## src/rtl/pipe_stage_reg_if.sv

```systemverilog
// Handshake bundle between two pipeline stages: upstream (in_*) and downstream (out_*) sides.
// The stage register uses the slave modport; the traffic source/sink uses master.
interface pipe_stage_reg_if #(
   parameter int DATA_W = 32,
   parameter int CTRL_W = 12
);
   logic              in_valid;
   logic              in_ready;
   logic [DATA_W-1:0] in_data;
   logic [CTRL_W-1:0] in_ctrl;
   logic              out_valid;
   logic              out_ready;
   logic [DATA_W-1:0] out_data;
   logic [CTRL_W-1:0] out_ctrl;

   modport master (
      output in_valid, in_data, in_ctrl, out_ready,
      input  in_ready, out_valid, out_data, out_ctrl
   );

   modport slave (
      input  in_valid, in_data, in_ctrl, out_ready,
      output in_ready, out_valid, out_data, out_ctrl
   );
endinterface

```

## src/rtl/pipe_stage_reg.sv

```systemverilog
// Pipeline stage register with valid/ready handshake, 2-entry skid buffer, synchronous flush
// and a saturating stall-cycle counter. All outputs come from registers (out_ctrl is gated by out_valid).
module pipe_stage_reg #(
   parameter int DATA_W = 32,
   parameter int CTRL_W = 12,
   parameter int CNT_W  = 16
) (
   input  logic             clk,
   input  logic             rst_n,
   input  logic             flush_i,
   input  logic             stat_clr_i,
   pipe_stage_reg_if.slave  bus,
   output logic [1:0]       occupancy_o,
   output logic [CNT_W-1:0] stall_cnt_o
);

   typedef enum logic [1:0] {
      ST_EMPTY = 2'd0,
      ST_BUSY  = 2'd1,
      ST_FULL  = 2'd2
   } state_t;

   state_t            state_q;
   logic [DATA_W-1:0] main_data_q;
   logic [CTRL_W-1:0] main_ctrl_q;
   logic [DATA_W-1:0] skid_data_q;
   logic [CTRL_W-1:0] skid_ctrl_q;
   logic              out_valid_q;
   logic              in_ready_q;
   logic [CNT_W-1:0]  stall_q;
   logic [CNT_W-1:0]  stall_d;
   logic              in_fire_s;
   logic              out_fire_s;

   assign in_fire_s  = bus.in_valid & in_ready_q;
   assign out_fire_s = out_valid_q & bus.out_ready;

   // Occupancy FSM: main register feeds the outputs, skid catches the transfer in flight when FULL is entered.
   always_ff @(posedge clk or negedge rst_n) begin
      if (!rst_n) begin
         state_q     <= ST_EMPTY;
         main_data_q <= '0;
         main_ctrl_q <= '0;
         skid_data_q <= '0;
         skid_ctrl_q <= '0;
         out_valid_q <= 1'b0;
         in_ready_q  <= 1'b1;
      end else if (flush_i) begin
         state_q     <= ST_EMPTY;
         out_valid_q <= 1'b0;
         in_ready_q  <= 1'b1;
      end else begin
         case (state_q)
            ST_EMPTY: begin
               if (in_fire_s) begin
                  main_data_q <= bus.in_data;
                  main_ctrl_q <= bus.in_ctrl;
                  state_q     <= ST_BUSY;
                  out_valid_q <= 1'b1;
               end
            end
            ST_BUSY: begin
               if (in_fire_s && out_fire_s) begin
                  main_data_q <= bus.in_data;
                  main_ctrl_q <= bus.in_ctrl;
               end else if (in_fire_s) begin
                  skid_data_q <= bus.in_data;
                  skid_ctrl_q <= bus.in_ctrl;
                  state_q     <= ST_FULL;
                  in_ready_q  <= 1'b0;
               end else if (out_fire_s) begin
                  state_q     <= ST_EMPTY;
                  out_valid_q <= 1'b0;
               end
            end
            ST_FULL: begin
               if (out_fire_s) begin
                  main_data_q <= skid_data_q;
                  main_ctrl_q <= skid_ctrl_q;
                  state_q     <= ST_BUSY;
                  in_ready_q  <= 1'b1;
               end
            end
            default: begin
               state_q     <= ST_EMPTY;
               out_valid_q <= 1'b0;
               in_ready_q  <= 1'b1;
            end
         endcase
      end
   end

   // Stall counter next state: clear wins, otherwise count stalled cycles up to all-ones.
   always_comb begin
      stall_d = stall_q;
      if (stat_clr_i) begin
         stall_d = '0;
      end else if (out_valid_q && !bus.out_ready && (stall_q != {CNT_W{1'b1}})) begin
         stall_d = stall_q + {{(CNT_W-1){1'b0}}, 1'b1};
      end else begin
         stall_d = stall_q;
      end
   end

   // Stall counter register; flush intentionally leaves it alone.
   always_ff @(posedge clk or negedge rst_n) begin
      if (!rst_n) begin
         stall_q <= '0;
      end else begin
         stall_q <= stall_d;
      end
   end

   assign bus.in_ready  = in_ready_q;
   assign bus.out_valid = out_valid_q;
   assign bus.out_data  = main_data_q;
   assign bus.out_ctrl  = out_valid_q ? main_ctrl_q : {CTRL_W{1'b0}};
   assign occupancy_o   = state_q;
   assign stall_cnt_o   = stall_q;

endmodule

```

## src/flat_wrapper.sv

```systemverilog
// flat-port wrapper written by rule: the top's interface ports become plain ports
module pipe_stage_reg_flat 
#(
   parameter int DATA_W = 32,
   parameter int CTRL_W = 12,
   parameter int CNT_W  = 16
)
  (clk, rst_n, flush_i, stat_clr_i, occupancy_o, stall_cnt_o, bus_in_valid, bus_in_data, bus_in_ctrl, bus_out_ready, bus_in_ready, bus_out_valid, bus_out_data, bus_out_ctrl);
  pipe_stage_reg_if #(.DATA_W(DATA_W), .CTRL_W(CTRL_W)) bus_i ();
  input  logic clk;
  input  logic rst_n;
  input  logic flush_i;
  input  logic stat_clr_i;
  output logic [1:0] occupancy_o;
  output logic [CNT_W-1:0] stall_cnt_o;
  input wire logic [$bits(bus_i.in_valid)-1:0] bus_in_valid;
  input wire logic [$bits(bus_i.in_data)-1:0] bus_in_data;
  input wire logic [$bits(bus_i.in_ctrl)-1:0] bus_in_ctrl;
  input wire logic [$bits(bus_i.out_ready)-1:0] bus_out_ready;
  output wire logic [$bits(bus_i.in_ready)-1:0] bus_in_ready;
  output wire logic [$bits(bus_i.out_valid)-1:0] bus_out_valid;
  output wire logic [$bits(bus_i.out_data)-1:0] bus_out_data;
  output wire logic [$bits(bus_i.out_ctrl)-1:0] bus_out_ctrl;
  assign bus_i.in_valid = bus_in_valid;
  assign bus_i.in_data = bus_in_data;
  assign bus_i.in_ctrl = bus_in_ctrl;
  assign bus_i.out_ready = bus_out_ready;
  assign bus_in_ready = bus_i.in_ready;
  assign bus_out_valid = bus_i.out_valid;
  assign bus_out_data = bus_i.out_data;
  assign bus_out_ctrl = bus_i.out_ctrl;
  pipe_stage_reg #(.DATA_W(DATA_W), .CTRL_W(CTRL_W), .CNT_W(CNT_W)) u_core (.clk(clk), .rst_n(rst_n), .flush_i(flush_i), .stat_clr_i(stat_clr_i), .bus(bus_i), .occupancy_o(occupancy_o), .stall_cnt_o(stall_cnt_o));
endmodule
```

## config.mk

```make
export PLATFORM = sky130hd
export DESIGN_NAME = pipe_stage_reg_flat
export DESIGN_NICKNAME = d
export VERILOG_FILES = /design/src/rtl/pipe_stage_reg_if.sv /design/src/rtl/pipe_stage_reg.sv /design/src/flat_wrapper.sv
export SDC_FILE = /design/constraint.sdc
export NUM_CORES = 1
export LEC_CHECK = 0
export ABC_AREA = 0
export ABC_CLOCK_PERIOD_IN_PS = 2600
export BUFFER_PORTS_ARGS = -buffer_cell sky130_fd_sc_hd__buf_2
export CAP_MARGIN = 20
export CORE_MARGIN = 4
export CORE_UTILIZATION = 50
export DETAILED_ROUTE_END_ITERATION = 8
export HOLD_SLACK_MARGIN = 0.08
export MAX_ROUTING_LAYER = met4
export PLACE_DENSITY = 0.77
export SYNTH_ARGS = -nofsm -noshare
export SYNTH_HDL_FRONTEND = slang
export SYNTH_SLANG_ARGS = --single-unit
export TNS_END_PERCENT = 10
```

## constraint.sdc

```tcl
create_clock -name clk -period 2.6 [get_ports clk]
set_clock_uncertainty 0.15 [all_clocks]
set_input_delay 0.39 -clock clk [delete_from_list [all_inputs] [get_ports clk]]
set_output_delay 0.39 -clock clk [all_outputs]
set_load 0.005 [all_outputs]
```

* Word-level counts from Yosys, hierarchy flattened *
Cells that the tools add are included.

storage, ports and cells
  register bits after elaboration = 108

operators by class
  bitwise operators = 4
  reduce and logical (&&, ||, !) cells = 12
  equality and inequality tests = 15
  muxes and demuxes = 29
  $add $sub $neg = 1

operator list
  kind                     number
  $mux W32                 3
  $pmux W32 S3             1
  $mux W12                 4
  $pmux W12 S3             1
  $mux W16                 2
  $add A16 B1 Y16 const B  1
  $ne A16 B16 Y1 const B   1
  $mux W2                  6
  $ne A3 B2 Y1 const B     4
  $reduce_and A4 Y1        3
  $reduce_and A5 Y1        2
  $mux W1                  9
  $ne A2 B1 Y1 const B     3
  $ne A3 B3 Y1 const B     2
  $pmux W1 S3              2
  $pmux W2 S3              1
  $ne A2 B2 Y1 const B     2
  $ne A4 B2 Y1 const B     1
  $logic_and A1 B1 Y1      3
  $reduce_bool A3 Y1       1
  $and A1 B1 Y1            2
  $eq A2 B1 Y1 const B     1
  $eq A2 B2 Y1 const B     1
  $logic_not A2 Y1         1
  3 further kinds          4

* Longest topological paths before layout *
Gate-level depths: netlist of run 1.

  depth after elaboration = 6
  gate-level depth with buffers = 5
  mapped depth without buffers = 5

* Worst setup path before layout of run 1 *
OpenSTA, ideal clock, no wires.

  path kind = reg-to-reg
  start = reg u_core.state_q[1], in the netlist u_core.occupancy_o[1]
  end = reg u_core.main_data_q[0], in the netlist u_core.bus.out_data[0]
  setup slack = 632 ps
  path buffers = 2
  library setup time = 125 ps
  cell stages (with the launch flop) = 6
  arrival = 1693 ps
  clock period less this slack = 1968 ps
  cells stage by stage = dfrtp_1 > nor2b_1 > buf_2 > clkbuf_1 > mux2_2 > mux2_2

between the ends
  cells in the longest elaborated chain, start to end = 3

ends and longest elaborated chain
  what                                                                        line                  source
  start: declaration                                                          pipe_stage_reg.sv:23  state_t state_q;
  start signal: assignment                                                    pipe_stage_reg.sv:41  state_q <= ST_EMPTY;
  start signal: assignment                                                    pipe_stage_reg.sv:49  state_q <= ST_EMPTY;
  start signal: assignment                                                    pipe_stage_reg.sv:58  state_q <= ST_BUSY;
  $eq A2 B2 Y1 (tied with other cells)                                        pipe_stage_reg.sv:53  case (state_q)
  $ne A2 B1 Y1 (no source line) / $reduce_bool A3 Y1 (equally long branches)  --
  $reduce_and A5 Y1 (no source line)                                          --
  end signal: assignment                                                      pipe_stage_reg.sv:56  main_data_q <= bus.in_data;
  end signal: assignment                                                      pipe_stage_reg.sv:64  main_data_q <= bus.in_data;
  end signal: assignment                                                      pipe_stage_reg.sv:78  main_data_q <= skid_data_q;
  end: declaration                                                            pipe_stage_reg.sv:24  logic [DATA_W-1:0] main_data_q;

Several ways; a longest one is shown, not always the timed one.
A chain may end at the register's enable or synchronous reset.

* Final worst setup path of run 1 *
  start = reg u_core.stall_q[0], in the netlist u_core.stall_cnt_o[0]
  end = reg u_core.stall_q[0], in the netlist u_core.stall_cnt_o[0]

between the ends
  cells in the longest elaborated chain, start to end = 3

ends and longest elaborated chain
  what                                                      line                                        source
  start: declaration                                        pipe_stage_reg.sv:30                        logic [CNT_W-1:0] stall_q;
  start signal: assignment                                  pipe_stage_reg.sv:110                       stall_q <= stall_d;
  $add A16 B1 Y16 / $ne A16 B16 Y1 (equally long branches)  pipe_stage_reg.sv:99, pipe_stage_reg.sv:98
  $mux W16 / $logic_and A1 B1 Y1 (equally long branches)    pipe_stage_reg.sv:98                        end else if (out_valid_q && !bus.out_ready && (stall_q != {CNT_W{1'b1}})) begin
  $mux W16 / $reduce_bool A2 Y1 (equally long branches)     --

Several ways; a longest one is shown, not always the timed one. The select of a mux whose other input is x is not followed.

==> results_dict.tcl, run 1 <==
set metrics [dict create \
    slowest_stage "dfrtp_1" \
    grt.overflow.total 0 \
    clk_latency_ps 370 \
    fin_crit_sh_pct 82.2 \
    cts_sinks 108 \
    power_mw 5.15 \
    ioPinCount 114 \
    synth_area_per_cell_um2 13.4 \
    ys_seq_elements 108 \
    yosys.area.top_type "dfrtp_1" \
    gp_congestion 0.831 \
    synthSimpleGateAreaFrac_pct 8.40 \
    worstReg2RegStart "u_core.stall_cnt_o[0]" \
    grt_pass1_vias 3526 \
    cts_tree "built" \
    drtAntennaViolNets 0 \
    crit_type "flip-flop to flip-flop" \
    dp_worst_setup_slack_ps 509 \
    rsz0062_at_grt "no" \
    routed_wl_um 10200 \
    drc 0 \
    fmax_mhz 468 \
    slew_headroom_pct 49.7 \
    min_period_ps 2140 \
    min_to "u_core.skid_data_q[4]" \
    max_slew.worst_pin.slew_ps 748 \
    synth-edff-count 0 \
    path_cells "ha_1 -> nand3_1 -> nor3_2 -> a21boi_0 -> mux2_2" \
    slowest_delay_ps 470 \
    irDropWorstVdd_mv 0.544 \
    min_path_cells 2 \
    layout_setup_ws_ps 463 \
    critPathCaptureType "flip-flop" \
    ys_warn_count 0 \
    setup_violations 0 \
    synth.area.mux_share_pct 31.2 \
    cts_root_buffer "clkbuf_8" \
    start_util_pct 51.5 \
    synthTopCellsByArea "dfrtp_1, mux2_2, and2_1, a21oi_1, buf_2" \
    slew_viol_final 0 \
    synth_cells 376 \
    cts_resized 0 \
    ys_seq_area_share_pct 53.7 \
    area_growth_pct 19.4 \
    worst-path-max-fanout 10 \
    synth-compound-area-share_pct 4.40 \
    r2r_setup_slack_ps 460 \
    core-area_um2 9770 \
    synth_fa_ha_area_share_pct 0.248 \
    synth_ff_type "dfrtp_1" \
    synth_xor_area_share_pct 0 \
    grt_use_total_pct 19.2 \
    grt_pass1_wl_um 17100 \
    netlist_area_um2 5040 \
    antenna_cells 0 \
    die_x_um 108 \
    worstPathArrival_ps 2240 \
    fp-row-count 36 \
    die-area_um2 11700 \
    min_from "bus_in_data[4]" \
    cts_made_buffers 9 \
    reg2reg_depth 5 \
    critical-path-top-delay-family "simple AND/OR/NAND/NOR gates" \
    clockBufferDepth 2 \
    critical_path_depth 5 \
    cp_num_buf_inv 0 \
    synth_top_family_by_area "multiplexers" \
    critical_path_required_ps 2700 \
    fin_nets 541 \
    power_leakage_nw 2.73 \
    clk_pin_slew_ps 100 \
    fin_setup_tns_ps 0 \
    io_buffers 113 \
    via_per_inst 5.32 \
    status "finished, final reports clean" \
    hp-class "input port to flip-flop" \
    syn-num-nets 427 \
    hold_violations 0 \
    drt-initial-drc-count 94 \
    synth.distinct_cells 42 \
    async_reset_ff_share_pct 100 \
    dieHeight_um 108 \
    first_pass_iters 4 \
    cts_htree_levels 3 \
    r2r_end "u_core.stall_cnt_o[0]" \
    post_drt_wl_per_cell_um 16.3 \
    grt_max_degree 55 \
    cellPowerDensity_nw_per_um2 856 \
    antenna_found_initial 0 \
    post-route-util_pct 61.6 \
    startpoint_type "flip-flop" \
    final.fill_count 798 \
    num_vias 3338 \
    drive_gt1_share_pct 57.2 \
    post-dp-hpwl_um 7070 \
    synth_top_area_share_pct 53.2 \
    cap_violations 0 \
]
logic make-up after synthesis:
logic type / after synthesis
mux: 140
flops: 108
simple gates: 72
compound gates: 33
buf+inv: 22
fa+ha+maj: 1
how the worst max path moves through the flow:
stage | from | endpoint | slack [ps]
floorplan | u_core.occupancy_o[1] | u_core.bus.out_data[0] | 630
global placement | u_core.bus.in_ready | u_core.bus.out_data[3] | 620
detailed placement | u_core.stall_cnt_o[0] | u_core.stall_cnt_o[0] | 510
CTS | u_core.stall_cnt_o[0] | u_core.stall_cnt_o[0] | 500
global route | u_core.stall_cnt_o[0] | u_core.stall_cnt_o[0] | 290
finish | u_core.stall_cnt_o[0] | u_core.stall_cnt_o[0] | 460
sequential cells by signal, summed over array words and instances, names as in the netlist:
| register | flops |
|---|---|
| u_core.bus.in_ready | 1 |
| u_core.bus.out_data | 32 |
| u_core.bus.out_valid | 1 |
| u_core.main_ctrl_q | 12 |
| u_core.occupancy_o | 2 |
| u_core.skid_ctrl_q | 12 |
| u_core.skid_data_q | 32 |
| u_core.stall_cnt_o | 16 |
cells in the mapped netlist, drive strengths merged, types with 4 or more instances:
master,count
mux2,138
clkbuf,5
a21oi,12
o21ai,4
nand4,4
and2,13
nand2,10
nor2b,8
buf,14
nor2,8
nand3,7
dfrtp,107
worst register-to-register path, stage by stage, from the launching register on:
cell and delay [ps]:
dfrtp_1 470, ha_1 250, nand3_1 110, nor3_2 430, a21boi_0 270, mux2_2 340
through the flow:
step / hold slack [ps] / instance area [um^2] / std cells
after floorplan: -55.6 / 5040 / 376
after global placement: 226 / 5790 / 610
after detailed placement: 235 / 5790 / 610
after CTS: 82.1 / 6010 / 627
after global routing: 84.3 / 6020 / 628
final: 111 / 6020 / 628
metal layers:
layer / vias up / GRT usage, % / wire [um]
met5: - / - / 0
li1: 1591 / - / -
met1: 1646 / 23.8 / 4500
met3: 13 / 4.00 / 569
met2: 88 / 31.0 / 5010
met4: 0 / 7.75 / 148
layout by cell type, fill, tap and decap left out, types with 4 or more instances in the layout:
| master | count |
|---|---|
| nor2_1 | 8 |
| mux2_2 | 138 |
| dfrtp_1 | 107 |
| a21oi_1 | 11 |
| nand3_1 | 7 |
| clkbuf_8 | 11 |
| nor2b_1 | 7 |
| o21ai_0 | 4 |
| buf_4 | 5 |
| and2_1 | 13 |
| nand2_1 | 10 |
| buf_2 | 112 |
repair_timing:
item,CTS,global route
hold endpoints to repair,32,1
hold buffers,1,1
setup buffers,0,0
setup endpoints to repair,0,0
layout make-up:
class | instances | area [um^2] | share of cell area [%]
flip-flops and latches | 108 | 2700 | 44.9
multi-input cells | 246 | 2250 | 37.3
repair buffers | 122 | 678 | 11.3
well taps | 133 | 166 | 2.77
clock buffers | 11 | 151 | 2.52
clock inverters | 5 | 60.1 | 0.998
inverters | 3 | 11.3 | 0.187
power by group:
part | internal, mW | switching, mW
Combinational | 0.877 | 0.507
Sequential | 2.35 | 0.339
Clock | 0.500 | 0.572
No activity file was read; power rests on OpenSTA's default activity.
==> run 2, diff against run 1 <==
--- a/config.mk
+++ b/config.mk
@@ -5,8 +5,8 @@
 export SDC_FILE = /design/constraint.sdc
 export NUM_CORES = 1
 export LEC_CHECK = 0
-export ABC_AREA = 0
-export ABC_CLOCK_PERIOD_IN_PS = 2600
+export ABC_AREA = 1
+export ABC_CLOCK_PERIOD_IN_PS = 2200
 export BUFFER_PORTS_ARGS = -buffer_cell sky130_fd_sc_hd__buf_2
 export CAP_MARGIN = 20
 export CORE_MARGIN = 4
@@ -14,7 +14,7 @@
 export DETAILED_ROUTE_END_ITERATION = 8
 export HOLD_SLACK_MARGIN = 0.08
 export MAX_ROUTING_LAYER = met4
-export PLACE_DENSITY = 0.77
+export PLACE_DENSITY = 0.76
 export SYNTH_ARGS = -nofsm -noshare
 export SYNTH_HDL_FRONTEND = slang
 export SYNTH_SLANG_ARGS = --single-unit
==> constraint.sdc (replaced) <==
create_clock -name clk -period 2.2 [get_ports clk]
set_clock_uncertainty 0.15 [all_clocks]
set_input_delay 0.33 -clock clk [delete_from_list [all_inputs] [get_ports clk]]
set_output_delay 0.33 -clock clk [all_outputs]
set_load 0.005 [all_outputs]
==> run 2 against run 1 <==
Compared with the run above:
- worst hold slack worse by 12 ps
- utilization increased by 3.1 points
- sequential share of layout area down 2.7 points
- die area increased by 2.4%
- combinational power rose by 69%
- worst setup slack got worse by 200 ps
- fmax is 10% higher
- clock power is 7% higher
- critical endpoint is now u_core.skid_ctrl_q[1]
- largest power group unchanged
==> results_dict.tcl, run 2 <==
set metrics [dict create \
    cts_root_buffer "clkbuf_8" \
    dp.cells 837 \
    max_slew.worst_pin.slew_ps 734 \
    grt_pass1_vias 4289 \
    min_path_cells 3 \
    ys_warn_count 0 \
    hold_violations 0 \
    drtAntennaViolNets 0 \
    crit_type "flip-flop to flip-flop" \
    synthTopCellsByArea "dfrtp_1, nand2_1, o21ai_0, mux2i_1, inv_1" \
    cp-endpoint "u_core.skid_ctrl_q[1]" \
    synth.most_common_cell "nand2_1" \
    drive_gt1_share_pct 22.6 \
    synth-compound-area-share_pct 10.7 \
    fmax_mhz 517 \
    crit_path_start "u_core.occupancy_o[0]" \
    setup_violations 0 \
    area_growth_pct 24.0 \
    grt_max_degree 66 \
    seq_area_um2 2700 \
    antenna_found_initial 0 \
    cap_violations 0 \
    die-area_um2 12000 \
    instances_no_fill 894 \
    cts_tree "built" \
    fin_setup_tns_ps 0 \
    fin_crit_sh_pct 88.0 \
    clk_pin_slew_ps 110 \
    final_cell_mix "nand2_1, buf_2, dfrtp_1" \
    critical_path_required_ps 2340 \
    multi_input_area_um2 2070 \
    reg2reg_depth 8 \
    routed_wl_um 12000 \
    min_period_ps 1940 \
    critPathCaptureType "flip-flop" \
    worst-path-max-fanout 65 \
    post_drt_wl_per_cell_um 13.4 \
    grt_pass1_wl_um 20100 \
    syn-num-nets 661 \
    clockBufferDepth 2 \
    synth_area_per_cell_um2 8.47 \
    final.fill_count 858 \
    r2r_end "u_core.skid_ctrl_q[1]" \
    cts_made_buffers 9 \
    core-area_um2 9910 \
    synth_top_area_share_pct 51.8 \
    irDropWorstVdd_mv 0.564 \
    final_common_cell "nand2_1" \
    synth-edff-count 0 \
    antenna_cells 0 \
    drc 0 \
    grt.overflow.total 0 \
    r2r_setup_slack_ps 260 \
    synth_top_family_by_area "simple AND/OR/NAND/NOR gates" \
    synth_common_cells "nand2_1, dfrtp_1, o21ai_0, inv_1, o21ai_1" \
    slew_headroom_pct 51.1 \
    dieHeight_um 110 \
    cellPowerDensity_nw_per_um2 1050 \
    post_dp_cell_area_um2 5800 \
    cts_htree_levels 3 \
    finalInstanceArea_um2 6410 \
    yosys.area.top_type "dfrtp_1" \
    via_per_inst 5.02 \
    synth.distinct_cells 31 \
    first_pass_iters 5 \
    post-dp-hpwl_um 8130 \
    rsz0062_at_grt "no" \
    startpoint_type "flip-flop" \
    grt_use_total_pct 21.5 \
    ys_seq_elements 108 \
    synth_fa_ha_area_share_pct 0.242 \
    netlist_area_um2 5170 \
    drt-initial-drc-count 218 \
    synthSimpleGateAreaFrac_pct 23.8 \
    hp-class "input port to flip-flop" \
    status "finished, final reports clean" \
    num_vias 4488 \
    synth_cells 610 \
    ys_seq_area_share_pct 52.3 \
    ioPinCount 114 \
    worstPathArrival_ps 2080 \
    gp_congestion 0.880 \
    start_util_pct 52.1 \
    worstReg2RegStart "u_core.occupancy_o[0]" \
    synth_ff_type "dfrtp_1" \
    slew_viol_final 0 \
    die_x_um 110 \
    fp-row-count 36 \
    synth.area.mux_share_pct 4.65 \
    clk_latency_ps 360 \
    synth_xor_area_share_pct 0.508 \
    cts_sinks 108 \
    power_leakage_nw 3.44 \
    fin_nets 808 \
    async_reset_ff_share_pct 100 \
    io_buffers 113 \
]
run 2: cell count changes after synthesis, moves of 22 or more:
cell     previous run  this run
o21ai_0             4        51
o21ai_1             0        30
nand2_1            10       228
mux2_2            138         0
inv_1               3        48
mux2i_1             2        24
run 2: how the worst min path moves through the flow:
stage	end	start	slack, ps
2_1_floorplan	u_core.bus.out_data[0]	rst_n	-120
6_report	u_core.skid_ctrl_q[0]	bus_in_ctrl[0]	100
5_1_grt	u_core.skid_ctrl_q[4]	bus_in_ctrl[4]	100
3_3_place_gp	u_core.skid_data_q[27]	rst_n	190
3_5_place_dp	u_core.skid_data_q[26]	rst_n	200
4_1_cts	u_core.skid_ctrl_q[0]	bus_in_ctrl[0]	80
run 2: cell type report:
class	instances	share of cell area, %
clock buffers	10	2.15
clock inverters	5	0.684
inverters	54	3.16
multi-input cells	420	32.3
flip-flops and latches	108	42.2
well taps	133	2.60
repair buffers	164	16.9
run 2: logic make-up after synthesis:
| group | Yosys count |
|---|---|
| AO/OA/AOI/OAI | 100 |
| XOR/XNOR | 3 |
| adder cells (fa/ha/maj) | 1 |
| buffers and inverters | 82 |
| flip-flops | 108 |
| multiplexers | 24 |
| AND/OR/NAND/NOR | 292 |
run 2: critical path: stages, from the launching register on:
cell and delay, ps:
dfrtp_1 490, inv_2 130, nor2_4 50, nand2_4 100, nor2_4 40, nand2_2 60, buf_4 590, nand2_1 150
o21ai_2 90
run 2: report_power, final:
part	internal, mW	total, mW	switching (mW)
combinational	0.990	2.33	1.34
sequential	2.78	3.23	0.452
clock	0.454	1.15	0.695
total	4.22	6.71	2.49
run 2: stage by stage:
step                      power [mW]  worst slack [ps]  util [%]  hold WS, ps
final                           6.71               264      64.6         98.3
after global routing            7.26               123      64.6         99.8
after CTS                       6.77               267      64.5         80.5
after detailed placement        5.55               287      58.6          195
after global placement          5.42               356      58.6          190
after floorplan                 4.72               458         -         -116
run 2: timing repair:
| action | in CTS | in global routing |
|---|---|---|
| setup buffers | 0 | 0 |
| hold endpoints to repair | 72 | 1 |
| resized for setup | 0 | 0 |
| hold buffers | 41 | 1 |
run 2: per-layer routing:
layer	wire length, um	up-vias	track usage (%)
li1	-	2241	-
met1	5310	2106	28.4
met2	5890	120	34.1
met3	589	21	3.64
met4	224	0	6.77
met5	0	-	-
